### src/rtl/bridge_pkg.sv
// Shared definitions for the UART bridge: ASCII framing bytes, the
// receive-side decoder states and the response bytes emitted by bridge_tx.
package bridge_pkg;

    localparam logic [7:0] ASCII_R  = 8'h52;
    localparam logic [7:0] ASCII_W  = 8'h57;
    localparam logic [7:0] ASCII_CR = 8'h0D;
    localparam logic [7:0] ASCII_LF = 8'h0A;

    // Response bytes used by bridge_tx when acknowledging a request.
    localparam logic [7:0] RESP_ACK = 8'h4B;
    localparam logic [7:0] RESP_NAK = 8'h3F;
    localparam logic [7:0] RESP_EOL = ASCII_LF;

    typedef enum logic [1:0] {
        ST_IDLE = 2'd0,
        ST_ADDR = 2'd1,
        ST_DATA = 2'd2,
        ST_TERM = 2'd3
    } rx_state_t;

    function automatic logic is_term(input logic [7:0] b);
        return (b == ASCII_CR) || (b == ASCII_LF);
    endfunction

endpackage

### src/rtl/hex_decode.sv
// Combinational ASCII hex digit decoder (0-9, A-F, a-f).
module hex_decode (
    input  logic [7:0] data_i,
    output logic [3:0] nibble,
    output logic       is_hex
);

    always_comb begin
        nibble = 4'd0;
        is_hex = 1'b0;
        if (data_i >= 8'h30 && data_i <= 8'h39) begin
            nibble = data_i[3:0];
            is_hex = 1'b1;
        end else if ((data_i >= 8'h41 && data_i <= 8'h46) ||
                     (data_i >= 8'h61 && data_i <= 8'h66)) begin
            // Low nibble of 'A'/'a' is 1, so add 9 to land on 10.
            nibble = data_i[3:0] + 4'd9;
            is_hex = 1'b1;
        end
    end

endmodule

### src/rtl/bridge_rx.sv
// Host-to-FPGA request decoder: parses ASCII R/W frames from the UART
// receiver and issues one registered bus request per well-formed frame.
module bridge_rx
    import bridge_pkg::*;
(
    input  logic        clk,
    input  logic        rst_n,
    input  logic [7:0]  data_i,
    input  logic        valid_i,
    output logic [15:0] addr_o,
    output logic [15:0] data_o,
    output logic        rw_o,
    output logic        valid_o,
    output logic        error_o
);

    rx_state_t   state_q, state_d;
    logic [1:0]  cnt_q, cnt_d;
    logic [15:0] addr_q, addr_d;
    logic [15:0] data_q, data_d;
    logic        rw_q, rw_d;
    logic [15:0] addr_out_q, addr_out_d;
    logic [15:0] data_out_q, data_out_d;
    logic        rw_out_q, rw_out_d;
    logic        valid_q, valid_d;
    logic        error_q, error_d;

    logic [3:0]  nibble;
    logic        is_hex;

    hex_decode u_hex_decode (
        .data_i (data_i),
        .nibble (nibble),
        .is_hex (is_hex)
    );

    always_comb begin
        state_d    = state_q;
        cnt_d      = cnt_q;
        addr_d     = addr_q;
        data_d     = data_q;
        rw_d       = rw_q;
        addr_out_d = addr_out_q;
        data_out_d = data_out_q;
        rw_out_d   = rw_out_q;
        valid_d    = 1'b0;
        error_d    = 1'b0;

        if (valid_i) begin
            // A command letter always (re)starts a frame, whatever state we are in.
            if (data_i == ASCII_R || data_i == ASCII_W) begin
                rw_d    = (data_i == ASCII_W);
                addr_d  = 16'd0;
                data_d  = 16'd0;
                cnt_d   = 2'd0;
                state_d = ST_ADDR;
            end else begin
                unique case (state_q)
                    ST_IDLE: begin
                        if (!is_term(data_i)) error_d = 1'b1;
                    end
                    ST_ADDR: begin
                        if (is_hex) begin
                            addr_d = {addr_q[11:0], nibble};
                            cnt_d  = cnt_q + 2'd1;
                            if (cnt_q == 2'd3) state_d = rw_q ? ST_DATA : ST_TERM;
                        end else begin
                            error_d = 1'b1;
                            state_d = ST_IDLE;
                        end
                    end
                    ST_DATA: begin
                        if (is_hex) begin
                            data_d = {data_q[11:0], nibble};
                            cnt_d  = cnt_q + 2'd1;
                            if (cnt_q == 2'd3) state_d = ST_TERM;
                        end else begin
                            error_d = 1'b1;
                            state_d = ST_IDLE;
                        end
                    end
                    ST_TERM: begin
                        if (is_term(data_i)) begin
                            valid_d    = 1'b1;
                            addr_out_d = addr_q;
                            data_out_d = rw_q ? data_q : 16'd0;
                            rw_out_d   = rw_q;
                        end else begin
                            error_d = 1'b1;
                        end
                        state_d = ST_IDLE;
                    end
                    default: state_d = ST_IDLE;
                endcase
            end
        end
    end

    always_ff @(posedge clk or negedge rst_n) begin
        if (!rst_n) begin
            state_q    <= ST_IDLE;
            cnt_q      <= 2'd0;
            addr_q     <= 16'd0;
            data_q     <= 16'd0;
            rw_q       <= 1'b0;
            addr_out_q <= 16'd0;
            data_out_q <= 16'd0;
            rw_out_q   <= 1'b0;
            valid_q    <= 1'b0;
            error_q    <= 1'b0;
        end else begin
            state_q    <= state_d;
            cnt_q      <= cnt_d;
            addr_q     <= addr_d;
            data_q     <= data_d;
            rw_q       <= rw_d;
            addr_out_q <= addr_out_d;
            data_out_q <= data_out_d;
            rw_out_q   <= rw_out_d;
            valid_q    <= valid_d;
            error_q    <= error_d;
        end
    end

    assign addr_o  = addr_out_q;
    assign data_o  = data_out_q;
    assign rw_o    = rw_out_q;
    assign valid_o = valid_q;
    assign error_o = error_q;

endmodule
### config.mk
export PLATFORM = sky130hd
export DESIGN_NAME = bridge_rx
export DESIGN_NICKNAME = d
export VERILOG_FILES = /design/src/rtl/bridge_pkg.sv /design/src/rtl/hex_decode.sv /design/src/rtl/bridge_rx.sv
export SDC_FILE = /design/constraint.sdc
export NUM_CORES = 1
export LEC_CHECK = 0
export BUFFER_PORTS_ARGS = -buffer_cell sky130_fd_sc_hd__buf_2
export CAP_MARGIN = 40
export CORE_ASPECT_RATIO = 1.4
export CORE_MARGIN = 5
export CORE_UTILIZATION = 57
export DETAILED_ROUTE_END_ITERATION = 7
export HOLD_SLACK_MARGIN = 0.15
export PLACE_DENSITY = 0.79
export RECOVER_POWER = 50
export SLEW_MARGIN = 10
export SYNTH_ARGS = -nofsm -noshare
export SYNTH_HDL_FRONTEND = slang
export SYNTH_SLANG_ARGS = --single-unit
### constraint.sdc
create_clock -name clk -period 2 [get_ports clk]
set_input_delay 0.1 -clock clk [delete_from_list [all_inputs] [get_ports clk]]
set_output_delay 0.1 -clock clk [all_outputs]
set_load 0.02 [all_outputs]
== After elaboration in Yosys (flattened, before gate mapping) ==
Index checks and enable logic that the tools add are counted.
Word-level totals
  logic and storage cells: 79
  output and inout bits: 35
  register bits: 72
  input port bits: 11
Cells by class
  add/sub/neg operators: 2
  $lt $le $gt $ge: 6
  bitwise operators: 1
  mux-type cells: 30
  equal/unequal tests: 10
  reductions and logical operators: 20
Operators by type and width (number)
  $mux W16: 7
  $eq A8 B4 Y1 const B: 2
  $eq A8 B7 Y1 const B: 2
  $ge A8 B7 Y1 const B: 2
  $le A8 B7 Y1 const B: 2
  $mux W2: 8
  $mux W1: 11
  $reduce_and A3 Y1: 3
  $ge A8 B6 Y1 const B: 1
  $le A8 B6 Y1 const B: 1
  $mux W4: 2
  $ne A4 B4 Y1 const B: 2
  $reduce_and A4 Y1: 2
  $reduce_bool A2 Y1: 4
  $eq A2 B2 Y1 const B: 3
  $pmux W2 S3: 1
  $add A4 B4 Y4 const B: 1
  $reduce_bool A4 Y1: 1
  $reduce_or A2 Y1: 2
  $logic_and A1 B1 Y1: 3
  $logic_or A1 B1 Y1: 3
  $add A2 B1 Y2 const B: 1
  $eq A2 B1 Y1 const B: 1
  $logic_not A2 Y1: 1
  3 further kinds: 3

== Longest topological paths before layout ==
Gate-level depths: netlist of run 1.
  depth in word-level cells: 9
  gate-level depth with buffers: 8
  mapped depth without buffers: 6

== Cells and area by module ==
From an unflattened synthesis of run 1, not the netlist that was laid out.
Unflattened totals
  cells, all modules: 252
  area total of the unflattened synthesis: 3185.6 µm²
Modules (own cells, without submodules)
  bridge_rx: cells each 227, area each 2981.6 µm², instances 1, seq. area each 1801.7 µm²
  hex_decode: cells each 25, area each 203.9 µm², instances 1, seq. area each 0.0 µm²

== Worst setup path before layout of run 1 ==
No wires, ideal clock.
  path kind: input to register
  start point: in data_i[1]
  end point: reg rw_out_q, in the netlist rw_o
  stages on the path: 8
  library setup time: 0.128 ns
  buffers on the path: 2
  data arrival time: 1.586 ns
  setup slack: 0.286 ns
  required time: 1.872 ns
  path through: inv_1 -> ha_1 -> mux2_1 -> and4_1 -> and4_1 -> buf_6 -> buf_6 -> mux2_1
On the way
  longest elaborated chain between the ends: 4
  elaborated cells between the ends (all ways): 8
  classes of those cells: eq/ne (4); bitwise (1); reduce/logical (3)
RTL lines
  from (decl): RTL line bridge_rx.sv:8  | input logic [7:0] data_i,
  $eq A8 B7 Y1: RTL line bridge_rx.sv:51  | if (data_i == ASCII_R || data_i == ASCII_W) begin
  $logic_or A1 B1 Y1: RTL line bridge_rx.sv:51
  $not A1 Y1 (no line)
  $reduce_and A4 Y1 (no line) *
  to (signal assigned): RTL line bridge_rx.sv:119  | rw_out_q <= rw_out_d;
  to (decl): RTL line bridge_rx.sv:24  | logic rw_out_q, rw_out_d;
Mark *: on every way between the ends. The rest lies on a longest branch, timed or not.
A chain may end at the register's enable or synchronous reset.

== Worst setup path after layout of run 1 ==
  start point: reg state_q[0]
  end point: reg data_q[14]
On the way
  longest elaborated chain between the ends: 3
RTL lines
  from (decl): RTL line bridge_rx.sv:17  | rx_state_t state_q, state_d;
  from (signal assigned): RTL line bridge_rx.sv:112  | state_q <= state_d;
  $eq A2 B2 Y1: RTL line bridge_rx.sv:58  | unique case (state_q)
  $reduce_bool A2 Y1 (no line)
  $reduce_and A3 Y1 (no line)
  to (signal assigned): RTL line bridge_rx.sv:115  | data_q <= data_d;
  to (decl): RTL line bridge_rx.sv:20  | logic [15:0] data_q, data_d;
No other way between the ends.

==> results of run 1 <==
what timing repair did:
action,4_1_cts,5_1_grt
setup endpoints to repair,0,0
gates resized for setup,0,0
hold buffers,3,0
hold endpoints to repair,27,0
metal layers:
layer / routed length, µm / vias to the layer above / track usage [%]
li1: - / 1062 / -
met1: 2790 / 1150 / 24.6
met2: 3650 / 50 / 33.7
met3: 286 / 10 / 4.69
met4: 121 / 0 / 7.40
met5: 0 / - / 0
worst max path at each step:
stage | start | to | slack, ns | depth (start not counted)
2_1_floorplan | data_i[1] | rw_o | 0.29 | 8
3_3_place_gp | data_i[0] | data_o[15] | -0.03 | 8
3_5_place_dp | data_i[0] | data_o[11] | -0.12 | 8
6_report | state_q[0] | data_q[14] | 0.15 | 7
5_1_grt | state_q[1] | addr_q[11] | 0.02 | 6
4_1_cts | state_q[0] | data_o[11] | 0.15 | 4
tightest hold or removal path, cell delays in order:
cell       delay [ns]
buf_2            0.12
mux2i_1          0.13
o2bb2ai_1        0.14
through the flow:
stage / power (mW) / util [%]
2_1_floorplan: 1.96 / -
3_3_place_gp: 2.08 / 63.1
3_5_place_dp: 2.11 / 63.1
4_1_cts: 3.40 / 67.5
5_1_grt: 3.55 / 66.8
6_report: 3.37 / 66.8
power groups by stage:
stage | sequential (mW) | combinational (mW) | clock, mW
after global routing | 1.68 | 0.487 | 1.38
final | 1.66 | 0.431 | 1.29
after CTS | 1.66 | 0.434 | 1.31
after floorplan | 1.66 | 0.294 | 0
after detailed placement | 1.68 | 0.427 | 0
after global placement | 1.68 | 0.403 | 0
layout make-up:
type | instances | share of cell area (%)
multi-input cells | 153 | 34.6
flip-flops and latches | 72 | 46.7
well taps | 70 | 2.27
inverters | 24 | 2.33
clock inverters | 6 | 2.33
repair buffers | 59 | 8.24
clock buffers | 10 | 3.57
cells by family (layout without fill, tap and decap cells):
group / Yosys count / in the layout / synth area share (%)
compound gates: 61 / 61 / 15.7
xor+xnor: 1 / 1 / 0.263
mux: 38 / 38 / 12.2
fa+ha+maj: 8 / 8 / 3.00
simple gates: 45 / 45 / 8.70
buf+inv: 39 / 99 / 6.07
flops: 72 / 72 / 54.0
cell usage in the layout (no fill, tap or decap), types with 6 or more instances in the layout:
cell	Yosys	layout
dfrtp_1	72	72
clkbuf_1	4	36
a22o_1	27	27
inv_1	24	24
nand2_1	20	20
mux2i_1	19	19
mux2_1	18	18
clkbuf_8	0	10
buf_2	3	9
buf_4	2	9
ha_1	8	8
nor2_1	7	7
o2bb2ai_1	6	6
registers in the layout, summed over array words and instances, names as in the netlist:
register  cells
data_q       16
rw_q          1
error_o       1
addr_q       16
state_q       2
addr_o       16
valid_o       1
rw_o          1
cnt_q         2
data_o       16
==> run summary, run 1 <==
Outcome: finished, violations left
Failing checks: max-capacitance violations, max-slew violations
First-pass GRT wire length: 11400 µm
CTS Root Cell: clkbuf_8
DP Wirelength: 4760 µm
Post-synth top area cell: dfrtp_1
Wirelength per Cell: 17.4 µm
Gpl congestion: 0.911
Routed vias: 2272
Comb power frac: 12.8%
Post-Route WL: 6850 µm
Reg2reg start: state_q[0]
Internal: 2.49 mW
Initial Utilization: 57.7%
Power per cell area: 875 nW/µm²
Clock Sink Count: 72
Register-to-register setup slack: 0.15 ns
Rows: 33
Most common cell in the netlist: dfrtp_1
Core area: 5780 µm²
Final ANT Viol Nets: 0
Worst Path Required: 2.23 ns
Final setup margin: 0.150 ns
Finished Cell Area: 3860 µm²
Sequential power share: 49.1%
Critical path type: register to register
Global-route usage over all layers: 20.0%
Num CTS Buffers: 9
CP Launch Type: register
Synth Cell Area: 3340 µm²
Final setup vio count: 0
Avg Inst Size Synth: 12.6 µm²
Clk network pwr share: 38.1%
Crit-path most repeated cell: inv_1
Filler cells: 477
Crit path cell chain: inv_1 -> ha_1 -> inv_1 -> nor4_4 -> o31ai_4 -> buf_4 -> a22o_1
Largest net degree at the start of global routing: 48
Number of detailed-route iterations in the first pass: 4
Number of vias per cell: 5.77
Fin cells: 394
Max Cap Violations: 1
NumNets Final: 338
Synth unique cells: 46
Drt drc: 0
Fmax: 0.541 GHz
Worst-Margin Slew: 1.50 ns
Fin crit share: 92.5%
CTS tree: done
Worst-Skew Late Latency: 0.34 ns
Worst Hold Class: input port to register
ANT cells: 0
Hold Fails Final Rpt: 0
IO buf count: 45
Dpl ws: -0.116 ns
Layout overhead on the synthesized area: 15.6%
Vias in the first global route: 2395
WHS: 0.187 ns
Die height: 101 µm
Antenna violations before repair: 0
Seq cells post-synth: 72
Sequential element share of the synthesized area: 54.0%
Worst path bufs/invs: 3
RSZ-0062 raised after global routing: false
H-tree depth: 3
Clk_skew: 0.00566 ns
Clock Path Buffers: 2
Die W: 74.7 µm
GR Overflow Total: 0
Peak VDD IR: 0.522 mV
Switching share of power: 26.3%
Post-synth EDFFs: 0
Placed instance count: 375
DIE AREA: 7510 µm²
Crit path max-delay cell type: dfrtp_1
Critical path capture point type: register
Synth area leaders: dfrtp_1, a22o_1, mux2_1, mux2i_1, ha_1
Post-Place Cell Area: 3650 µm²
R2R Path End: data_q[14]
Final TNS setup: 0 ns
Worst min-delay path startpoint: data_i[1]
CP max stage delay: 0.41 ns
Top cell type's share of synthesized area: 54.0%
Synthesized Nets: 283
Iteration-0 DRC Markers: 218
LEAKAGE: 1.83 nW
I/O pins: 46
Final Critical Period: 1.85 ns
Reg area: 1800 µm²
Slew headroom: -0.249%
Worst EP arrival: 2.08 ns
Layout cells sized above 1: 15.1%
Ys async rst share: 100%
Final Slew Violations: 25
Reg2reg path depth: 7
Psw: 887 µW
# Post-CTS Setup Buffers: 0
Ys Warns: 0
Crit-path max FO: 16
Delay-heaviest family, CP: buffers and inverters
Hold EP: data_q[1]
Synth top cells by count: dfrtp_1, a22o_1, inv_1, nand2_1, mux2i_1
Hold Path Depth: 3
Area of the multi-input gates: 1330 µm²
Cells after Synth: 264
Ys flop type: dfrtp_1
Reg clk slew, reported paths: 0.08 ns
No activity file was read; power rests on OpenSTA's default activity.
==> inputs of run 2 (changes only) <==
- CORE_UTILIZATION: 57 -> 51
- PLACE_DENSITY: 0.79 -> 0.75
- SETUP_SLACK_MARGIN: unset -> 0.05
- clock period: 2 -> 1.5 ns (I/O delays scaled with it)
==> run summary, run 2 (same netlist as run 1, synthesis figures left out) <==
Hold Fails Final Rpt: 0
First-pass GRT wire length: 12000 µm
Antenna violations before repair: 0
Iteration-0 DRC Markers: 210
DIE AREA: 8280 µm²
Max Cap Violations: 0
Fin crit share: 105%
Die W: 78.4 µm
ANT cells: 0
Layout overhead on the synthesized area: 34.7%
Clock Sink Count: 72
CP Launch Type: register
Rows: 35
Worst EP arrival: 1.80 ns
Crit path max-delay cell type: dfrtp_1
Worst-Skew Late Latency: 0.34 ns
Final Critical Period: 1.57 ns
Worst Hold Class: input port to register
Power Total: 4.72 mW
RSZ-0062 raised after global routing: true
H-tree depth: 3
Met2 Track Usage GR: 32.2%
Wirelength per Cell: 17.4 µm
Fmax: 0.637 GHz
Core area: 6480 µm²
LEAKAGE: 2.13 nW
Crit-path max FO: 7
Global-route usage over all layers: 18.5%
Peak VDD IR: 0.523 mV
Initial Utilization: 51.5%
Finished Cell Area: 4490 µm²
Post-Place Cell Area: 4030 µm²
Worst-Margin Slew: 0.940 ns
Crit path cell chain: ha_2 -> inv_2 -> nor4_4 -> buf_4 -> o211a_4 -> a22o_1
Number of vias per cell: 5.61
Post-Route WL: 7540 µm
Final TNS setup: -2.28 ns
Most common cell after layout, fill and taps aside: dfrtp_1
Critical path capture point type: register
Layout cells sized above 1: 45.0%
Met1 usage: 22.1%
Reg clk slew, reported paths: 0.08 ns
NumNets Final: 372
Commonest cells after routing, fill and taps aside: dfrtp_1, buf_2, buf_4
Global-route layer with the greatest usage: met2
Final setup vio count: 60
Power per cell area: 1050 nW/µm²
Die height: 106 µm
Failing checks: negative setup slack
Largest net degree at the start of global routing: 73
GR Overflow Total: 0
DP Wirelength: 4680 µm
Worst Path Required: 1.73 ns
Clock Path Buffers: 2
IO buf count: 45
I/O pins: 46
Outcome: finished, violations left
Drt drc: 0
Final Slew Violations: 0
CTS tree: done
Final ANT Viol Nets: 0
Num CTS Buffers: 9
Number of detailed-route iterations in the first pass: 4
Met3 usage: 3.33%
Final setup margin: -0.0694 ns
Gpl congestion: 0.850
Vias in the first global route: 2433
CTS Root Cell: clkbuf_8
Clk_skew: 0.0110 ns
Routed vias: 2423
Critical path type: register to register
Slew headroom: 37.3%
CP max stage delay: 0.41 ns
Register-to-register setup slack: -0.07 ns
## run 2: power breakdown
group	switching (mW)	internal [mW]
registers	0.122	2.09
clock network	0.749	0.819
logic	0.480	0.463
total	1.35	3.37
## run 2: area by class of cell
type	count	area, µm²
Clock inverter	6	67.6
Clock buffer	10	138
Sequential cell	72	1800
Fill cell	464	1990
Multi-Input combinational cell	154	1570
Inverter	24	108
Tap cell	74	92.6
Timing Repair Buffer	92	717
## run 2: timing repair
action                                  in CTS  in global routing
gates resized for setup                     15                 11
pin swaps                                    6                 12
setup buffers                                2                  1
endpoints found under the hold margin       73                  0
hold buffers                                 2                  0
cloned                                       2                  3
endpoints found under the setup margin      67                 69
## run 2: worst paths after layout
kind,start,to,depth (start not counted)
max in group asynchronous,rst_n,data_o[0],3
setup reg to reg,state_q[0],addr_q[6],6
setup / recovery,state_q[0],addr_q[6],6
hold reg to reg,cnt_q[0],cnt_q[0],1
hold / removal,valid_i,error_o,3
min in group asynchronous,rst_n,addr_o[1],3
## run 2: metal layers
layer	wire (µm)	vias up
met5	0	-
met4	223	0
met3	266	17
met2	4020	66
met1	3020	1205
li1	-	1135
## run 2: stage by stage
stage	utilization (%)	setup WS, ns	hold slack (ns)	instances
floorplan	-	-0.114	-0.221	264
global placement	62.2	-0.253	0.120	406
detailed placement	62.2	-0.303	0.125	406
CTS	67.5	-0.0870	0.214	428
global route	69.3	-0.148	0.237	432
finish	69.3	-0.0694	0.235	432
## run 2: worst max-delay path, delay by kind of cell, from the launching register on
| kind | cells | cell delay, ns |
|---|---|---|
| compound gates | 2 | 0.49 |
| flops | 1 | 0.41 |
| buf+inv | 2 | 0.28 |
| fa+ha+maj | 1 | 0.21 |
| simple gates | 1 | 0.05 |
==> inputs of run 3 (changes only) <==
- CORE_UTILIZATION: 51 -> 60
- PLACE_DENSITY: 0.75 -> 0.83
- clock period: 1.5 -> 1.84 ns (I/O delays scaled with it)
==> run summary, run 3 (same netlist as run 1, synthesis figures left out) <==
Clock Path Buffers: 2
Outcome: complete, no violations
Initial Utilization: 61.3%
Antenna violations before repair: 0
Met3 routed WL: 299 µm
Placed instance count: 385
Core area: 5450 µm²
Num CTS Buffers: 9
Max Cap Violations: 0
Dpl ws: -0.232 ns
Vias in the first global route: 2458
Worst Hold Class: input port to register
Worst-Margin Slew: 1.24 ns
Reg2reg path depth: 7
Slew headroom: 17.0%
Hold Fails Final Rpt: 0
Die W: 73.0 µm
Largest net degree at the start of global routing: 52
Fmax: 0.582 GHz
Final setup margin: 0.122 ns
CTS tree: done
Die height: 98.2 µm
Commonest cells after routing, fill and taps aside: dfrtp_1, clkbuf_1, a22o_1
Routed vias: 2347
H-tree depth: 3
NumNets Final: 350
Clk_skew: 0.00862 ns
Filler cells: 397
GR Overflow Total: 0
RSZ-0062 raised after global routing: false
Clock Sink Count: 72
Iteration-0 DRC Markers: 211
Drt drc: 0
Worst EP arrival: 1.95 ns
Fin crit share: 93.3%
Gpl congestion: 0.905
Worst Path Required: 2.07 ns
Met2 wire len: 3570 µm
Final Critical Period: 1.72 ns
Layout cells sized above 1: 19.0%
CP Launch Type: register
DP Wirelength: 4820 µm
DIE AREA: 7170 µm²
Peak VDD IR: 0.673 mV
Rows: 32
Most common cell after layout, fill and taps aside: dfrtp_1
First-pass GRT wire length: 11800 µm
Final setup vio count: 0
LEAKAGE: 1.89 nW
CTS Root Cell: clkbuf_8
Crit-path max FO: 16
Reg clk slew, reported paths: 0.08 ns
ANT cells: 0
Worst-Skew Late Latency: 0.34 ns
Critical path type: register to register
Hold Path Depth: 3
Post-Route WL: 6800 µm
Global-route usage over all layers: 21.1%
Critical path capture point type: register
Layout overhead on the synthesized area: 19.2%
Fin cells: 404
Final ANT Viol Nets: 0
Number of detailed-route iterations in the first pass: 4
Number of vias per cell: 5.81
Max Used Layer: met4
IO buf count: 45
Power per cell area: 921 nW/µm²
Wirelength per Cell: 16.8 µm
I/O pins: 46
DRT met1 WL: 2720 µm
Final Slew Violations: 0
[run 3: stage by stage]
stage | setup TNS, ns | power, mW | hold WS (ns) | area (µm²) | util [%]
after CTS | 0 | 3.69 | 0.177 | 4010 | 73.6
after floorplan | 0 | 2.13 | -0.204 | 3340 | -
after global routing | 0 | 3.84 | 0.226 | 3980 | 73.1
final | 0 | 3.67 | 0.214 | 3980 | 73.1
after detailed placement | -8.93 | 2.32 | 0.0970 | 3750 | 68.8
after global placement | -5.82 | 2.29 | 0.0851 | 3750 | 68.8
[run 3: cell type report]
cell class / count / area (µm²) / area share [%]
clock buffers: 9 / 124 / 3.11
clock inverters: 7 / 95.1 / 2.39
inverters: 24 / 90.1 / 2.26
multi-input cells: 153 / 1350 / 34.0
flip-flops and latches: 72 / 1800 / 45.3
well taps: 68 / 85.1 / 2.14
repair buffers: 71 / 430 / 10.8
[run 3: repair_timing]
action | in CTS | in global routing
hold buffers | 2 | 0
pin swaps | 1 | 1
setup buffers | 1 | 0
gates cloned | 0 | 0
endpoints found under the setup margin | 14 | 17
endpoints found under the hold margin | 22 | 0
resized for setup | 1 | 3
[run 3: worst max-delay path, cell delays in order (launching register included)]
cell and delay, ns:
dfrtp_1 0.40, inv_1 0.10, ha_1 0.17, inv_1 0.10, nor4_4 0.34, o31ai_4 0.11
buf_12 0.15, a22o_1 0.23
[run 3: where the power goes]
part	internal [mW]	switching (mW)
Sequential	1.70	0.0952
Clock	0.765	0.599
Combinational	0.219	0.286
Total	2.68	0.981
[run 3: per-layer routing]
layer / vias to the layer above / GRT usage [%]
met4: 0 / 8.24
met2: 56 / 35.2
met1: 1191 / 26.2
met3: 16 / 4.43
li1: 1084 / -
met5: - / 0
[run 3: final timing paths]
kind / startpoint / to / slack, ns
min in group asynchronous: rst_n / data_o[15] / 0.53
max in group asynchronous: rst_n / state_q[1] / 0.45
worst max register to register: state_q[0] / data_q[13] / 0.12
worst min-delay path: data_i[2] / data_q[2] / 0.21
worst max-delay path: state_q[0] / data_q[13] / 0.12
worst min register to register: addr_o[6] / addr_o[6] / 0.49
